===== src/rtl/fp_round_pipe_if.sv =====
// Handshake bundle for the FP rounding stage: upstream beat (in_*) and rounded result (out_*).
// The master modport is the producer/consumer side, and the slave modport is the rounding block.
interface fp_round_pipe_if #(
  parameter int MANT_W = 23,
  parameter int EXP_W  = 8
);
  logic              in_valid;
  logic              in_ready;
  logic [MANT_W+3:0] in_sig;
  logic [EXP_W-1:0]  in_exp;
  logic              in_sign;
  logic [2:0]        in_rmode;

  logic              out_valid;
  logic              out_ready;
  logic [MANT_W-1:0] out_frac;
  logic [EXP_W-1:0]  out_exp;
  logic              out_sign;
  logic              out_inexact;
  logic              out_overflow;
  logic              out_mode_err;

  modport master (
    output in_valid, in_sig, in_exp, in_sign, in_rmode, out_ready,
    input  in_ready, out_valid, out_frac, out_exp, out_sign,
           out_inexact, out_overflow, out_mode_err
  );

  modport slave (
    input  in_valid, in_sig, in_exp, in_sign, in_rmode, out_ready,
    output in_ready, out_valid, out_frac, out_exp, out_sign,
           out_inexact, out_overflow, out_mode_err
  );
endinterface


===== src/rtl/fp_round_pipe.sv =====
// Two-stage IEEE-754 rounding pipeline. Stage 1 makes the round-up decision, and stage 2 applies it
// and renormalises. Both stages use a valid/ready handshake and sustain one beat per cycle.
module fp_round_pipe #(
  parameter int MANT_W = 23,
  parameter int EXP_W  = 8
) (
  input logic          clk,
  input logic          rst_n,
  fp_round_pipe_if.slave bus
);

  localparam int                SIG_W   = MANT_W + 1;
  localparam logic [EXP_W-1:0]  EXP_MAX = '1;

  typedef enum logic [2:0] {
    RM_RNE = 3'b000,
    RM_RTZ = 3'b001,
    RM_RDN = 3'b010,
    RM_RUP = 3'b011,
    RM_RMM = 3'b100
  } rmode_e;

  // Stage 1 state
  logic              s1_valid;
  logic              s1_sign;
  logic [EXP_W-1:0]  s1_exp;
  logic [SIG_W-1:0]  s1_sig;
  logic              s1_inc;
  logic              s1_inexact;
  logic              s1_mode_err;
  logic              s1_special;

  // Output (stage 2) state
  logic              out_valid_q;
  logic [MANT_W-1:0] out_frac_q;
  logic [EXP_W-1:0]  out_exp_q;
  logic              out_sign_q;
  logic              out_inexact_q;
  logic              out_overflow_q;
  logic              out_mode_err_q;

  logic s2_adv;
  logic s1_ready;

  assign s2_adv   = !out_valid_q || bus.out_ready;
  assign s1_ready = !s1_valid || s2_adv;

  // Stage 1 decision logic
  logic g_bit, r_bit, s_bit, lsb_bit, any_rem;
  logic in_special, in_mode_err, inc_d, inexact_d;

  always_comb begin
    g_bit       = bus.in_sig[2];
    r_bit       = bus.in_sig[1];
    s_bit       = bus.in_sig[0];
    lsb_bit     = bus.in_sig[3];
    any_rem     = g_bit | r_bit | s_bit;
    in_special  = (bus.in_exp == EXP_MAX);
    in_mode_err = (bus.in_rmode > 3'd4);
    inc_d       = 1'b0;
    case (bus.in_rmode)
      RM_RNE:  inc_d = g_bit & (r_bit | s_bit | lsb_bit);
      RM_RTZ:  inc_d = 1'b0;
      RM_RDN:  inc_d = bus.in_sign & any_rem;
      RM_RUP:  inc_d = !bus.in_sign & any_rem;
      RM_RMM:  inc_d = g_bit;
      default: inc_d = 1'b0;
    endcase
    inexact_d = any_rem;
    // Inf/NaN must pass through untouched, with no rounding side effects.
    if (in_special) begin
      inc_d     = 1'b0;
      inexact_d = 1'b0;
    end
  end

  always_ff @(posedge clk) begin
    if (!rst_n) begin
      s1_valid    <= 1'b0;
      s1_sign     <= 1'b0;
      s1_exp      <= '0;
      s1_sig      <= '0;
      s1_inc      <= 1'b0;
      s1_inexact  <= 1'b0;
      s1_mode_err <= 1'b0;
      s1_special  <= 1'b0;
    end else if (s1_ready) begin
      s1_valid <= bus.in_valid;
      if (bus.in_valid) begin
        s1_sign     <= bus.in_sign;
        s1_exp      <= bus.in_exp;
        s1_sig      <= bus.in_sig[MANT_W+3:3];
        s1_inc      <= inc_d;
        s1_inexact  <= inexact_d;
        s1_mode_err <= in_mode_err;
        s1_special  <= in_special;
      end
    end
  end

  // Stage 2: apply the increment; a carry out of the hidden bit shifts right and bumps the exponent
  logic [MANT_W+1:0] sum;
  logic              carry;
  logic [MANT_W-1:0] frac_d;
  logic [EXP_W-1:0]  exp_d;
  logic              overflow_d;
  logic              inexact2_d;

  always_comb begin
    sum        = {1'b0, s1_sig} + {{(MANT_W+1){1'b0}}, s1_inc};
    carry      = sum[MANT_W+1];
    frac_d     = carry ? sum[MANT_W:1] : sum[MANT_W-1:0];
    exp_d      = s1_exp + {{(EXP_W-1){1'b0}}, carry};
    overflow_d = !s1_special && (exp_d == EXP_MAX);
    inexact2_d = s1_inexact;
    if (overflow_d) begin
      frac_d     = '0;
      inexact2_d = 1'b1;
    end
  end

  always_ff @(posedge clk) begin
    if (!rst_n) begin
      out_valid_q    <= 1'b0;
      out_frac_q     <= '0;
      out_exp_q      <= '0;
      out_sign_q     <= 1'b0;
      out_inexact_q  <= 1'b0;
      out_overflow_q <= 1'b0;
      out_mode_err_q <= 1'b0;
    end else if (s2_adv) begin
      out_valid_q <= s1_valid;
      if (s1_valid) begin
        out_frac_q     <= frac_d;
        out_exp_q      <= exp_d;
        out_sign_q     <= s1_sign;
        out_inexact_q  <= inexact2_d;
        out_overflow_q <= overflow_d;
        out_mode_err_q <= s1_mode_err;
      end
    end
  end

  assign bus.in_ready     = s1_ready;
  assign bus.out_valid    = out_valid_q;
  assign bus.out_frac     = out_frac_q;
  assign bus.out_exp      = out_exp_q;
  assign bus.out_sign     = out_sign_q;
  assign bus.out_inexact  = out_inexact_q;
  assign bus.out_overflow = out_overflow_q;
  assign bus.out_mode_err = out_mode_err_q;

endmodule


===== src/flat_wrapper.sv =====
// flat-port wrapper written by rule: the top's interface ports become plain ports
module fp_round_pipe_flat 
#(
  parameter int MANT_W = 23,
  parameter int EXP_W  = 8
)
  (clk, rst_n, bus_in_valid, bus_in_sig, bus_in_exp, bus_in_sign, bus_in_rmode, bus_out_ready, bus_in_ready, bus_out_valid, bus_out_frac, bus_out_exp, bus_out_sign, bus_out_inexact, bus_out_overflow, bus_out_mode_err);
  fp_round_pipe_if #(.MANT_W(MANT_W), .EXP_W(EXP_W)) bus_i ();
  input logic clk;
  input logic rst_n;
  input wire logic [$bits(bus_i.in_valid)-1:0] bus_in_valid;
  input wire logic [$bits(bus_i.in_sig)-1:0] bus_in_sig;
  input wire logic [$bits(bus_i.in_exp)-1:0] bus_in_exp;
  input wire logic [$bits(bus_i.in_sign)-1:0] bus_in_sign;
  input wire logic [$bits(bus_i.in_rmode)-1:0] bus_in_rmode;
  input wire logic [$bits(bus_i.out_ready)-1:0] bus_out_ready;
  output wire logic [$bits(bus_i.in_ready)-1:0] bus_in_ready;
  output wire logic [$bits(bus_i.out_valid)-1:0] bus_out_valid;
  output wire logic [$bits(bus_i.out_frac)-1:0] bus_out_frac;
  output wire logic [$bits(bus_i.out_exp)-1:0] bus_out_exp;
  output wire logic [$bits(bus_i.out_sign)-1:0] bus_out_sign;
  output wire logic [$bits(bus_i.out_inexact)-1:0] bus_out_inexact;
  output wire logic [$bits(bus_i.out_overflow)-1:0] bus_out_overflow;
  output wire logic [$bits(bus_i.out_mode_err)-1:0] bus_out_mode_err;
  assign bus_i.in_valid = bus_in_valid;
  assign bus_i.in_sig = bus_in_sig;
  assign bus_i.in_exp = bus_in_exp;
  assign bus_i.in_sign = bus_in_sign;
  assign bus_i.in_rmode = bus_in_rmode;
  assign bus_i.out_ready = bus_out_ready;
  assign bus_in_ready = bus_i.in_ready;
  assign bus_out_valid = bus_i.out_valid;
  assign bus_out_frac = bus_i.out_frac;
  assign bus_out_exp = bus_i.out_exp;
  assign bus_out_sign = bus_i.out_sign;
  assign bus_out_inexact = bus_i.out_inexact;
  assign bus_out_overflow = bus_i.out_overflow;
  assign bus_out_mode_err = bus_i.out_mode_err;
  fp_round_pipe #(.MANT_W(MANT_W), .EXP_W(EXP_W)) u_core (.clk(clk), .rst_n(rst_n), .bus(bus_i));
endmodule

===== config.mk =====
export PLATFORM = sky130hd
export DESIGN_NAME = fp_round_pipe_flat
export DESIGN_NICKNAME = d
export VERILOG_FILES = /design/src/rtl/fp_round_pipe_if.sv /design/src/rtl/fp_round_pipe.sv /design/src/flat_wrapper.sv
export SDC_FILE = /design/constraint.sdc
export NUM_CORES = 1
export LEC_CHECK = 0
export CORE_UTILIZATION = 45
export DETAILED_ROUTE_END_ITERATION = 10
export HOLD_SLACK_MARGIN = 0.1
export PLACE_DENSITY_LB_ADDON = 0.1
export SYNTH_ARGS = -nofsm -noshare
export SYNTH_HDL_FRONTEND = slang
export SYNTH_SLANG_ARGS = --single-unit
export TNS_END_PERCENT = 30

===== constraint.sdc =====
create_clock -name clk -period 2.6 [get_ports clk]
set_clock_uncertainty 0.2 [all_clocks]
set_input_delay 0.26 -clock clk [delete_from_list [all_inputs] [get_ports clk]]
set_output_delay 0.26 -clock clk [all_outputs]
set_load 0.05 [all_outputs]

# After elaboration in Yosys (flattened, before gate mapping)
# Cells that the tools add are included.
word_totals:
  output_inout_bits: 37
  reg_bits: 74
  elab_cells: 46
classes:
  n_eq_ne: 5
  mux: 6
  n_reduce_logical: 10
  order_cmp: 1
  n_bitwise: 7
  add_sub_neg: 2
ops:
  columns: ["operator", "count"]
  rows:
  - ["$mux 23", 2]
  - ["$add 24x1->25", 1]
  - ["$eq 8x8->1 const B", 2]
  - ["$add 8x1->8", 1]
  - ["$eq 3x2->1 const B", 2]
  - ["$logic_not 1->1", 4]
  - ["$or 1x1->1", 4]
  - ["$pmux 1 s4", 1]
  - ["$reduce_and 2->1", 2]
  - ["$and 1x1->1", 3]
  - ["$eq 3x3->1 const B", 1]
  - ["$gt 3x3->1 const B", 1]
  - ["$logic_not 3->1", 1]
  - ["$mux 1", 3]
  - ["$logic_or 1x1->1", 2]
  - ["$logic_and 1x1->1", 1]

# Depth between registers and ports, before layout
logic_depth:
  depth_word: 5
  mapped_depth: 13

# Worst setup path before layout
# OpenSTA, ideal clock, no wires.
synth_timing:
  path_kind: "flip-flop to flip-flop"
  from: "register u_core.s1_inc"
  to: "register u_core.out_frac_q[18] (netlist: u_core.bus.out_frac[18])"
  required_time_ns: 2.283
  period_less_slack_ns: 2.839
  path_stages_with_launch: 14
  slack_ns: -0.239
  path_buffers: 0
  t_arrival_ns: 2.522
  setup_ns: 0.117
  path_cell_list: "dfxtp_1 -> ha_1 -> ha_1 -> nand3_1 -> nor2_2 -> nand3_2 -> inv_1 -> ha_1 -> nand4_1 -> xnor2_1 -> nand3_2 -> nand3_2 -> a21oi_4 -> a22o_1"
synth_via:
  elab_chain_len: 5
  elab_cells_between_ends: 6
synth_lines:
  columns: ["element", "line", "text"]
  rows:
  - ["from (decl)", "fp_round_pipe.sv:28", "logic s1_inc;"]
  - ["from (signal assigned)", "fp_round_pipe.sv:93", "s1_inc <= inc_d;"]
  - ["$add 24x1->25 (*)", "fp_round_pipe.sv:110", "sum = {1'b0, s1_sig} + {{(MANT_W+1){1'b0}}, s1_inc};"]
  - ["$add 8x1->8", "fp_round_pipe.sv:113", "exp_d = s1_exp + {{(EXP_W-1){1'b0}}, carry};"]
  - ["$eq 8x8->1", "fp_round_pipe.sv:114", "overflow_d = !s1_special && (exp_d == EXP_MAX);"]
  - ["$logic_and 1x1->1", "fp_round_pipe.sv:114", null]
  - ["$mux 23 (*)", "fp_round_pipe.sv:116", "if (overflow_d) begin"]
  - ["to (signal assigned)", "fp_round_pipe.sv:134", "out_frac_q <= frac_d;"]
  - ["to (decl)", "fp_round_pipe.sv:35", "logic [MANT_W-1:0] out_frac_q;"]
# Mark *: on every way between the ends. The rest lies on a longest branch, timed or not.
# A chain may end at the register's enable or synchronous reset.

# Final worst setup path
layout_timing:
  from: "register u_core.s1_inc"
  to: "register u_core.out_frac_q[10] (netlist: u_core.bus.out_frac[10])"
# The elaborated chain is that of the path after synthesis.

==> reports/qor.yml <==
worst_setup_path:
  critPathRequiredTime_ns: 2.64
  endpoint_kind: "flip-flop"
  critPathMaxFanout: 7
  crit_path_start_kind: "flip-flop"
  worstSetupPathType: "flip-flop to flip-flop"
  r2r_cells: 13
  critPathArrivalTime_ns: 2.55
layout:
  final_area_mm2: 0.00481
  nets: 559
  diodes: 0
  drive_gt1_share_pct: 16.9
  final_cells: 615
  area_growth_pct: 43.9
synthesis:
  synth_area_per_cell_um2: 8.33
  synthCells: 401
  synth.distinct_cells: 47
  synthTopCellsByArea: "dfxtp_1, nand2_1, a21oi_1, xnor2_1, nor2_1"
  synth_compound_gate_area_share_pct: 15.0
  synth_fa_ha_area_share_pct: 1.50
  synth.most_common_cell: "nand2_1"
  ys.flop_type: "dfxtp_1"
  synth_top_cell_area_share_pct: 44.3
  synth_area_mm2: 0.00334
  yosysTopAreaCell: "dfxtp_1"
  synth-seq-cells: 74
  synthXorXnorAreaFrac_pct: 7.30
  synth-edff-count: 0
  synthMuxAreaShare_pct: 0.300
  yosysWarningCount: 0
  synth_sequential_area_ratio_pct: 44.3
  synth_top_family_by_area: "simple AND/OR/NAND/NOR gates"
  synthSimpleGateAreaFrac_pct: 28.2
  async_flop_share_pct: 0
  synth_nets: 448
  synth_common_cells: "nand2_1, dfxtp_1, a21oi_1"
drt:
  viasPerCell: 5.03
  final_antenna_net_count: 0
  via_count: 3094
  wl_per_cell_um: 13.7
  dr.pass1.iters: 4
  totalWireLength_um: 8400
  drc: 0
  dr.first_iter.drc_count: 101
cts:
  clk_latency_ns: 0.35
  path_clk_slew_ns: 0.08
  root_buffer: "clkbuf_8"
  clockBufferDepth: 2
  clkSinkCount: 74
  htreeDepth: 3
  cts_tree: "built"
  cts-hold-fix-buffers: 0
  cts-buffers-inserted: 9
timing:
  fmax_mhz: 399
  timing.final.max_slew_violations: 0
  timing.final.crit_share_pct: 96.4
  setup_slack_ns: 0.0939
  min_period_ns: 2.51
  hold_viol_final: 0
  worst_slew_pin_slew_ns: 0.574
  setup_viol: 0
  slew_headroom_pct: 61.6
global_route:
  grt_pass1_vias: 2844
  grt_max_degree: 31
  antenna_found_initial: 1
  grt_overflow: 0
  grt_first_pass_wirelength_um: 13200
  grtUsageTotal_pct: 22.6
die:
  ios: 80
  initial_core_util_pct: 46.3
  core_area_mm2: 0.00721
  die_area_mm2: 0.00777
  rows: 31
  die_width_um: 88.2
  die_h_um: 88.2
placement:
  place_ws_ns: -0.0190
  place_hpwl_um: 6230
  dp.cells: 594
  place_congestion: 0.865
  io_buffers: 79
  placed_cell_area_mm2: 0.00446
run:
  cap_violations: 0
power_and_ir_drop:
  total_power_mw: 2.70
  vdd_ir_drop_max_mv: 0.283
  power_leakage_nw: 1.88
  power_density_mw_per_mm2: 561
worst_hold_path:
  hold_class: "flip-flop to flip-flop"
  hold_depth: 2
status:
  status: "finished clean"
## registers in the layout, summed over array words and instances, names as in the netlist, 8 cells and up
name,flops
u_core.s1_exp,8
u_core.bus.out_frac,23
u_core.s1_sig,24
u_core.bus.out_exp,8
## kinds of logic (layout without fill, tap and decap cells)
group,Yosys count,count (layout)
AND/OR/NAND/NOR,187,187
AO/OA/AOI/OAI,83,83
flip-flops,74,74
XOR/XNOR,27,27
buffers and inverters,25,140
adder cells (fa/ha/maj),4,4
multiplexers,1,1
## where the power goes
group | internal, mW | switching (mW)
clock | 0.657 | 0.419
combinational | 0.177 | 0.216
sequential | 1.19 | 0.0438
total | 2.02 | 0.679
## per-stage QoR
| step | util [%] | TNS (ns) | hold slack, ns |
|---|---|---|---|
| 6_report | 66.6 | 0 | 0.256 |
| 5_1_grt | 66.6 | -0.109 | 0.270 |
| 4_1_cts | 65.2 | -0.211 | 0.246 |
| 3_5_place_dp | 61.9 | -0.117 | 0.247 |
| 3_3_place_gp | 61.9 | 0 | 0.239 |
| 2_1_floorplan | - | 0 | 0.177 |
## per-layer routing
metal	vias up	part of all wire, %	global-route usage, %
met2	63	49	37.1
met5	-	0	0
li1	1581	-	-
met1	1442	46	29.3
met4	0	1.5	7.77
met3	8	4.0	5.00
## path summary, 6_finish.rpt
check,slack [ns],from,end
min reg2reg,0.26,u_core.bus.out_frac[7],u_core.bus.out_frac[7]
max reg2reg,0.09,u_core.s1_inc,u_core.bus.out_frac[10]
min,0.26,u_core.bus.out_frac[7],u_core.bus.out_frac[7]
max,0.09,u_core.s1_inc,u_core.bus.out_frac[10]
## area by class of cell
cell class / instances / area (µm²)
sequential: 74 / 1480
clock inverter: 5 / 103
timing repair buffer: 118 / 1080
clock buffer: 10 / 138
tap: 99 / 124
multi-input combinational: 302 / 1850
inverter: 7 / 26.3
fill: 613 / 2410
## worst max-delay path, cell delays in order (launching register included)
cell and delay, ns:
dfxtp_2 0.37, ha_4 0.15, ha_4 0.14, nand3_4 0.09
nor2_4 0.13, nand3_2 0.10, inv_2 0.11, ha_4 0.15
nand4_1 0.14, xnor2_2 0.25, nand3_4 0.16, nand3_4 0.14
a21oi_4 0.07, a22o_1 0.19
## cells in the final DEF, fill, tap and decap left out, types with 2 or more instances in the layout
cell type / n
nand3_1: 5
nor4_4: 2
o21ai_0: 16
nor3_1: 2
nor2_4: 2
nand3_2: 2
nand2b_1: 3
a21oi_1: 43
dfxtp_2: 2
clkbuf_8: 10
nand4_4: 4
xnor2_1: 14
and3_1: 4
a211oi_1: 5
clkdlybuf4s50_1: 79
bufinv_16: 3
nand2_1: 110
nand3_4: 3
nand4_1: 8
inv_1: 5
ha_4: 3
and2_1: 3
a22o_1: 7
dfxtp_1: 72
buf_4: 39
xor2_1: 11
and3_2: 3
nor2_1: 26
o21ai_1: 2
## what timing repair did
| item | CTS | global route |
|---|---|---|
| gates resized for setup | 0 | 10 |
| endpoints found under the setup margin | 17 | 23 |
| pin swaps | 1 | 5 |
| hold endpoints to repair | 0 | 0 |
| gates cloned | 0 | 0 |
| setup buffers | 0 | 6 |
No activity file was read; power rests on OpenSTA's default activity.
